[src/rtl/control_turnos.sv]
// control_turnos: turn sequencer for the 5x5 naval-battle game.
//
// It owns the tablero read/write port and alternates shots between the player and the PC.
// Each shot is resolved against the addressed cell, and the remaining ship cells are
// tracked for both sides. The player's turn has a timeout. The block declares win or loss.
//
// Ports
//   clk, rst                   clock (rising edge), asynchronous active-low reset
//   start                      level: IDLE -> P_WAIT, WIN/LOSE -> IDLE
//   fire, fire_row, fire_col   one-cycle player shot strobe and target
//   pc_valid, pc_row, pc_col   PC target handshake input
//   pc_req                     asks the PC generator for a target
//   brd_sel/row/col            registered board address (sel 0 = player, 1 = PC board)
//   brd_rd_data                combinational read of the addressed cell
//   brd_we, brd_wr_data        board write, combinational from state and read data
//   state                      current FSM state code
//   player_turn                high while the player may fire
//   ships_player, ships_pc     remaining ship cells per side
//   win, lose                  held game result
//   shot_invalid, timeout      one-cycle pulses
module control_turnos #(
    parameter int unsigned TURN_CYCLES = 750_000_000,
    parameter int unsigned NUM_SHIPS   = 5
) (
    input  logic       clk,
    input  logic       rst,
    input  logic       start,
    input  logic       fire,
    input  logic [2:0] fire_row,
    input  logic [2:0] fire_col,
    input  logic       pc_valid,
    input  logic [2:0] pc_row,
    input  logic [2:0] pc_col,
    output logic       pc_req,
    output logic       brd_sel,
    output logic [2:0] brd_row,
    output logic [2:0] brd_col,
    input  logic [1:0] brd_rd_data,
    output logic       brd_we,
    output logic [1:0] brd_wr_data,
    output logic [2:0] state,
    output logic       player_turn,
    output logic [2:0] ships_player,
    output logic [2:0] ships_pc,
    output logic       win,
    output logic       lose,
    output logic       shot_invalid,
    output logic       timeout
);

    localparam int unsigned TimerW = (TURN_CYCLES > 1) ? $clog2(TURN_CYCLES) : 1;
    localparam logic [TimerW-1:0] TimerMax = TimerW'(TURN_CYCLES - 1);
    localparam logic [2:0] ShipsInit = 3'(NUM_SHIPS);

    localparam logic [1:0] CellWater = 2'b00;
    localparam logic [1:0] CellShip  = 2'b01;
    localparam logic [1:0] CellHit   = 2'b10;
    localparam logic [1:0] CellMiss  = 2'b11;

    typedef enum logic [2:0] {
        StIdle   = 3'd0,
        StPWait  = 3'd1,
        StPRead  = 3'd2,
        StPcReq  = 3'd3,
        StPcRead = 3'd4,
        StWin    = 3'd5,
        StLose   = 3'd6
    } state_e;

    state_e            state_q, state_d;
    logic [TimerW-1:0] timer_q, timer_d;
    logic [2:0]        ships_player_q, ships_player_d;
    logic [2:0]        ships_pc_q, ships_pc_d;
    logic [2:0]        row_q, row_d;
    logic [2:0]        col_q, col_d;
    logic              sel_q, sel_d;

    logic       fire_ok;
    logic       pc_ok;
    logic [2:0] ships_pc_dec;
    logic [2:0] ships_player_dec;

    assign fire_ok = (fire_row < 3'd5) && (fire_col < 3'd5);
    assign pc_ok   = (pc_row < 3'd5) && (pc_col < 3'd5);

    // Saturating decrements: a counter already at 0 stays at 0.
    assign ships_pc_dec     = (ships_pc_q != 3'd0) ? ships_pc_q - 3'd1 : 3'd0;
    assign ships_player_dec = (ships_player_q != 3'd0) ? ships_player_q - 3'd1 : 3'd0;

    always_comb begin
        state_d        = state_q;
        timer_d        = timer_q;
        ships_player_d = ships_player_q;
        ships_pc_d     = ships_pc_q;
        row_d          = row_q;
        col_d          = col_q;
        sel_d          = sel_q;
        pc_req         = 1'b0;
        brd_we         = 1'b0;
        brd_wr_data    = CellWater;
        shot_invalid   = 1'b0;
        timeout        = 1'b0;
        player_turn    = 1'b0;
        win            = 1'b0;
        lose           = 1'b0;

        case (state_q)
            StIdle: begin
                ships_player_d = ShipsInit;
                ships_pc_d     = ShipsInit;
                timer_d        = '0;
                if (start) begin
                    state_d = StPWait;
                end
            end

            StPWait: begin
                player_turn = 1'b1;
                if (fire) begin
                    // A fire strobe always takes priority over expiry.
                    if (fire_ok) begin
                        row_d   = fire_row;
                        col_d   = fire_col;
                        sel_d   = 1'b1;
                        state_d = StPRead;
                    end else begin
                        shot_invalid = 1'b1;
                        if (timer_q != TimerMax) begin
                            timer_d = timer_q + 1'b1;
                        end
                    end
                end else if (timer_q == TimerMax) begin
                    timeout = 1'b1;
                    state_d = StPcReq;
                end else begin
                    timer_d = timer_q + 1'b1;
                end
            end

            StPRead: begin
                case (brd_rd_data)
                    CellShip: begin
                        brd_we      = 1'b1;
                        brd_wr_data = CellHit;
                        ships_pc_d  = ships_pc_dec;
                        state_d     = (ships_pc_dec == 3'd0) ? StWin : StPcReq;
                    end
                    CellWater: begin
                        brd_we      = 1'b1;
                        brd_wr_data = CellMiss;
                        state_d     = (ships_pc_q == 3'd0) ? StWin : StPcReq;
                    end
                    default: begin
                        // Cell already shot: the player keeps the turn, timer untouched.
                        shot_invalid = 1'b1;
                        state_d      = StPWait;
                    end
                endcase
            end

            StPcReq: begin
                pc_req = 1'b1;
                if (pc_valid && pc_ok) begin
                    row_d   = pc_row;
                    col_d   = pc_col;
                    sel_d   = 1'b0;
                    state_d = StPcRead;
                end
            end

            StPcRead: begin
                case (brd_rd_data)
                    CellShip: begin
                        brd_we         = 1'b1;
                        brd_wr_data    = CellHit;
                        ships_player_d = ships_player_dec;
                        timer_d        = '0;
                        state_d        = (ships_player_dec == 3'd0) ? StLose : StPWait;
                    end
                    CellWater: begin
                        brd_we      = 1'b1;
                        brd_wr_data = CellMiss;
                        timer_d     = '0;
                        state_d     = (ships_player_q == 3'd0) ? StLose : StPWait;
                    end
                    default: begin
                        // Already-shot target: silently ask for another one.
                        state_d = StPcReq;
                    end
                endcase
            end

            StWin: begin
                win = 1'b1;
                if (start) begin
                    state_d = StIdle;
                end
            end

            StLose: begin
                lose = 1'b1;
                if (start) begin
                    state_d = StIdle;
                end
            end

            default: begin
                state_d = StIdle;
            end
        endcase
    end

    always_ff @(posedge clk or negedge rst) begin
        if (!rst) begin
            state_q        <= StIdle;
            timer_q        <= '0;
            ships_player_q <= ShipsInit;
            ships_pc_q     <= ShipsInit;
            row_q          <= 3'd0;
            col_q          <= 3'd0;
            sel_q          <= 1'b0;
        end else begin
            state_q        <= state_d;
            timer_q        <= timer_d;
            ships_player_q <= ships_player_d;
            ships_pc_q     <= ships_pc_d;
            row_q          <= row_d;
            col_q          <= col_d;
            sel_q          <= sel_d;
        end
    end

    assign state        = state_q;
    assign brd_sel      = sel_q;
    assign brd_row      = row_q;
    assign brd_col      = col_q;
    assign ships_player = ships_player_q;
    assign ships_pc     = ships_pc_q;

endmodule
[config.mk]
export PLATFORM = sky130hd
export DESIGN_NAME = control_turnos
export DESIGN_NICKNAME = d
export VERILOG_FILES = /design/src/rtl/control_turnos.sv
export SDC_FILE = /design/constraint.sdc
export NUM_CORES = 1
export LEC_CHECK = 0
export CAP_MARGIN = 25
export CORE_MARGIN = 5
export CORE_UTILIZATION = 47
export DETAILED_ROUTE_END_ITERATION = 6
export PLACE_DENSITY = 0.71
export SLEW_MARGIN = 20
export SYNTH_ARGS = -nofsm -noshare
export SYNTH_HDL_FRONTEND = slang
export SYNTH_SLANG_ARGS = --single-unit
[constraint.sdc]
create_clock -name clk -period 3.2 [get_ports clk]
set_input_delay 0.48 -clock clk [delete_from_list [all_inputs] [get_ports clk]]
set_output_delay 0.48 -clock clk [all_outputs]
set_load 0.02 [all_outputs]
# After elaboration in Yosys (flattened, before gate mapping)
# Index checks and enable logic that the tools add are counted.
# classes
n_addsub	3
order_cmp	4
n_eq_ne	22
muxes	52
reduce_logical	23
# ops
op	n
30-bit two-way mux	5
30-bit one-hot mux with 3 select lines	1
3-bit two-way mux	20
3-bit one-hot mux with 2 select lines	6
30-bit by 1-bit adder with 30-bit output (second input constant)	1
30-bit == test (second input constant)	1
30-bit inequality test (second input constant)	1
3-bit one-hot mux with 6 select lines	1
3-bit logical NOT	5
1-bit two-way mux	15
3-bit inequality test (second input constant)	5
2-bit inequality test (second input constant)	7
3-bit < comparator (second input constant)	4
5-bit AND reduction	2
3-bit == test (second input constant)	3
3-bit nonzero test	3
3-bit by 2-bit == test with 1-bit output (second input constant)	2
2-bit nonzero test	3
2-bit OR reduction	3
3-bit by 1-bit subtractor with 3-bit output (second input constant)	2
1-bit one-hot mux with 2 select lines	2
2-bit one-hot mux with 2 select lines	1
2-bit AND reduction	2
4-bit AND reduction	1
other kinds (6)	8
# word_totals
reg_bits	46
input_bits	19

# Depth between registers and ports, before layout
# depth
ltp_word	6
depth_mapped	8

# Worst setup path after synthesis
# Ideal clock, no wire load.
# synth_timing
kind	register to output
startpoint	register state_q[1] (netlist: state[1])
endpoint	output port shot_invalid
arrival_ns	1.973
t_required_ns	2.720
path_slack_ns	0.747
path_stages_with_launch	8
n_path_buf	3
path_cell_list	dfrtp_1 clkbuf_1 inv_2 nand2_1 clkinv_1 clkbuf_1 clkbuf_1 a32o_1
# synth_between
elab_chain_len	2
# synth_lines
item	line	rtl
start: declaration	70	state_e state_q, state_d;
start signal: assignment	215	state_q <= StIdle;
start signal: assignment	223	state_q <= state_d;
3-bit by 2-bit == test with 1-bit output or 3-bit by 1-bit == test with 1-bit output (tied branches)	107	case (state_q)
1-bit one-hot mux with 2 select lines *	107	
end: declaration	47	output logic shot_invalid,
# Mark *: on every way between the ends. The rest lies on a longest branch, timed or not.

# Worst setup path in the final report
# layout_timing
startpoint	register state_q[0] (netlist: state[0])
endpoint	output port shot_invalid
# Same word-level chain as after synthesis.

==> flow_metrics.py <==
metrics = {
    "timing": {
        "setup_tns_ns": 0,
        "maxClockFrequency_ghz": 0.339,
        "finalCriticalPeriod_ns": 2.95,
        "setup_violations": 0,
        "final_report_max_slew_violation_count": 0,
        "clock-skew-final_ns": 0.00643,
        "setup_repair_after_global_routing_missed_its_margin": "no",
        "tightest_slew_ns": 0.617,
        "max-slew-margin-rel": 0.587,
        "hold_viol": 0,
        "layout_worst_path_cycle_share": 0.922,
    },
    "worst_setup_path": {
        "worst-endpoint-required_ns": 2.72,
        "worst_setup_path_start_kind": "flop",
        "crit_path_max_fanout": 16,
        "arrival_time_of_the_worst_setup_path_ns": 2.47,
        "timing.setup.critical_path_class": "reg2out",
        "critical_path_end_type": "primary output",
    },
    "detailed_routing": {
        "wl_um": 7650,
        "drt_pass1_iterations": 4,
        "drt_drc_violations_left": 0,
        "route.detailed.vias_per_inst": 6.22,
        "dr.first_iter.drc_count": 261,
        "vias": 2823,
        "post_drt_wl_per_cell_um": 16.9,
        "antenna_violating_nets_post_route": 0,
    },
    "synth": {
        "synthesis.yosys.warnings": 0,
        "syn_area_mm2": 0.00290,
        "synth_area_per_cell_um2": 8.42,
        "post_synth_num_cell_types": 51,
        "number_of_flops_mapped_to_enable_cells_by_yosys": 0,
        "synthTopCellsByArea": "dfrtp_1, a31oi_1, a21oi_1, nand2_1, mux2i_1",
        "syn-num-nets": 364,
        "synth-seq-area-share": 0.399,
        "synth_top_area_frac": 0.363,
        "ys_async_sr_fraction": 1.00,
        "synthesis.instances": 344,
        "postSynth.topFlopCell": "dfrtp_1",
        "synth_area_leader": "dfrtp_1",
        "synth.ff_latch_count": 46,
    },
    "finish": {
        "final_layout_size_suffix_gt1_frac": 0.0712,
        "syn2layout_area_growth_pct": 20.5,
        "antenna_diode_instance_count": 0,
        "finalNetCount": 398,
        "post-route-util": 0.586,
    },
    "power_and_ir_drop": {
        "max-vdd-ir-drop_mv": 0.447,
        "p_per_area_mw_per_mm2": 708,
        "cellLeakagePower_nw": 1.36,
    },
    "global_routing": {
        "grt_first_pass_wirelength_um": 12700,
        "largest_net_degree_at_the_start_of_global_routing": 47,
        "grtUsageTotal": 0.206,
        "antenna_violations_before_repair": 0,
        "grt_most_used_layer": "met2",
        "met3_usage": 0.0382,
        "grt.met2_usage": 0.325,
        "met1_usage": 0.289,
        "globalRoute.totalOverflow": 0,
        "grt_pass1_vias": 2574,
    },
    "job": {
        "drv.max_cap_violation_count": 0,
    },
    "run_status": {
        "outcome": "complete, no violations",
    },
    "floorplanning": {
        "floorplan.die_area_mm2": 0.00784,
        "die-width_um": 88.5,
        "initial_cell_density_of_the_core": 0.487,
        "ioPinCount": 44,
        "fp-row-count": 28,
        "floorplan.core_area_mm2": 0.00596,
        "die_y_um": 88.5,
    },
    "clocking": {
        "clk_transition_reported_paths_ns": 0.09,
        "postCtsResizedCells": 0,
        "cts_hold_repair.buffers": 0,
        "worst_skew_pair.late_latency_ns": 0.30,
        "cts_max_path_buffers": 2,
        "cts_sinks": 46,
        "post-cts-setup-buffers": 0,
        "h-tree-depth": 2,
        "tritoncts": "built",
        "clock_tree.root_cell": "clkbuf_8",
        "tritoncts.num_buffers": 5,
    },
    "placement": {
        "io_buffers": 43,
        "hpwlAfterDp_um": 5550,
        "finalWeightedCongestion": 0.954,
    },
    "min_path": {
        "timing.hold.worst.class": "in2async",
    },
}
-- state kept, by name (all words and copies together) (netlist names) --
signal	cells
ships_pc	3
brd_row	3
timer_q	30
brd_col	3
brd_sel	1
state	3
ships_player	3
-- through the flow --
step | cell area (um2) | hold WS [ns] | instances | power (mW) | worst slack, ns
finish | 3490 | 0.180 | 454 | 2.47 | 0.251
global route | 3490 | 0.228 | 454 | 2.64 | 0.107
CTS | 3490 | 0.390 | 454 | 2.50 | 0.0711
detailed placement | 3370 | 0.479 | 446 | 2.04 | 0.391
global placement | 3370 | 0.475 | 446 | 2.01 | 0.389
floorplan | 2900 | 0.184 | 344 | 1.58 | 0.747
-- cell families (layout without fill, tap and decap cells) --
kind of cell,Yosys count,in the layout,share of synthesized area
simple gates,148,148,0.281
compound gates,102,102,0.225
flops,46,46,0.399
buf+inv,35,70,0.0501
mux,11,11,0.0380
fa+ha+maj,1,1,0.00432
xor+xnor,1,1,0.00302
-- per-layer routing --
| metal | vias to the layer above | part of all wire |
|---|---|---|
| met5 | - | 0 |
| met3 | 16 | 0.079 |
| met2 | 103 | 0.45 |
| li1 | 1382 | - |
| met4 | 0 | 0.021 |
| met1 | 1322 | 0.45 |
-- layout make-up --
| type | instances | area [um2] |
|---|---|---|
| clock buffers | 7 | 86.3 |
| clock inverters | 1 | 30.0 |
| fillers | 528 | 2460 |
| inverters | 12 | 45.0 |
| multi-input cells | 263 | 1600 |
| flip-flops and latches | 46 | 1160 |
| well taps | 75 | 93.8 |
| repair buffers | 50 | 483 |
-- final timing paths --
path,from,endpoint,slack (ns),cells past startpoint
min in group clk,ships_pc[2],ships_pc[2],0.49,2
max in group asynchronous,rst,timer_q[20],2.59,1
max,state[0],shot_invalid,0.25,5
min reg2reg,ships_pc[2],ships_pc[2],0.49,2
max reg2reg,state[0],state[0],0.83,7
min,rst,brd_row[1],0.18,1
-- synth_stat cells (2+ instances only) --
cell type,count
mux2i_1,11
o22a_1,2
a32oi_1,2
o31ai_1,4
dfrtp_1,42
nor4bb_1,2
o311ai_1,2
and4_1,4
a22oi_1,2
a41oi_1,6
buf_4,2
buf_2,5
nand4_1,12
and2_1,4
nor2_1,21
inv_1,10
nor2b_1,2
and3_1,5
nand3_1,21
a31oi_1,20
nand2b_1,12
or4_1,7
o41ai_1,3
or2_2,2
dfstp_2,4
o21ai_1,8
a21o_1,2
clkbuf_1,16
o21ai_0,15
o22ai_1,4
a32o_1,2
nand2_1,30
nor3_1,12
a21oi_1,23
o21a_1,2
nor4_1,5
nor4b_1,4
-- worst max-delay path: stages, from the launching register on --
cell and delay (ns):
dfrtp_1 0.61, nor2b_1 0.34, nand2_1 0.24, clkinv_1 0.17, a32o_1 0.19, clkdlybuf4s50_1 0.61
-- cell usage in the layout, fill, tap and decap left out, types with 5 or more instances in the layout --
master,n
dfrtp_1,41
nand3_1,21
buf_4,8
o21ai_0,15
nand2_1,30
nand2b_1,12
clkdlybuf4s50_1,41
and3_1,5
nor3_1,12
clkbuf_8,6
nand4_1,12
o21ai_1,8
nor4_1,5
inv_1,10
a31oi_1,20
a41oi_1,6
or4_1,7
nor2_1,21
a21oi_1,23
mux2i_1,11
-- report_power, final --
group          switching, mW  internal (mW)  leakage [nW]  total (mW)
sequential             0.130          0.703         0.598       0.833
combinational          0.704          0.485         0.701        1.19
clock                  0.193          0.255        0.0585       0.448
total                   1.03           1.44          1.36        2.47
(Power assumes the default switching activity.)
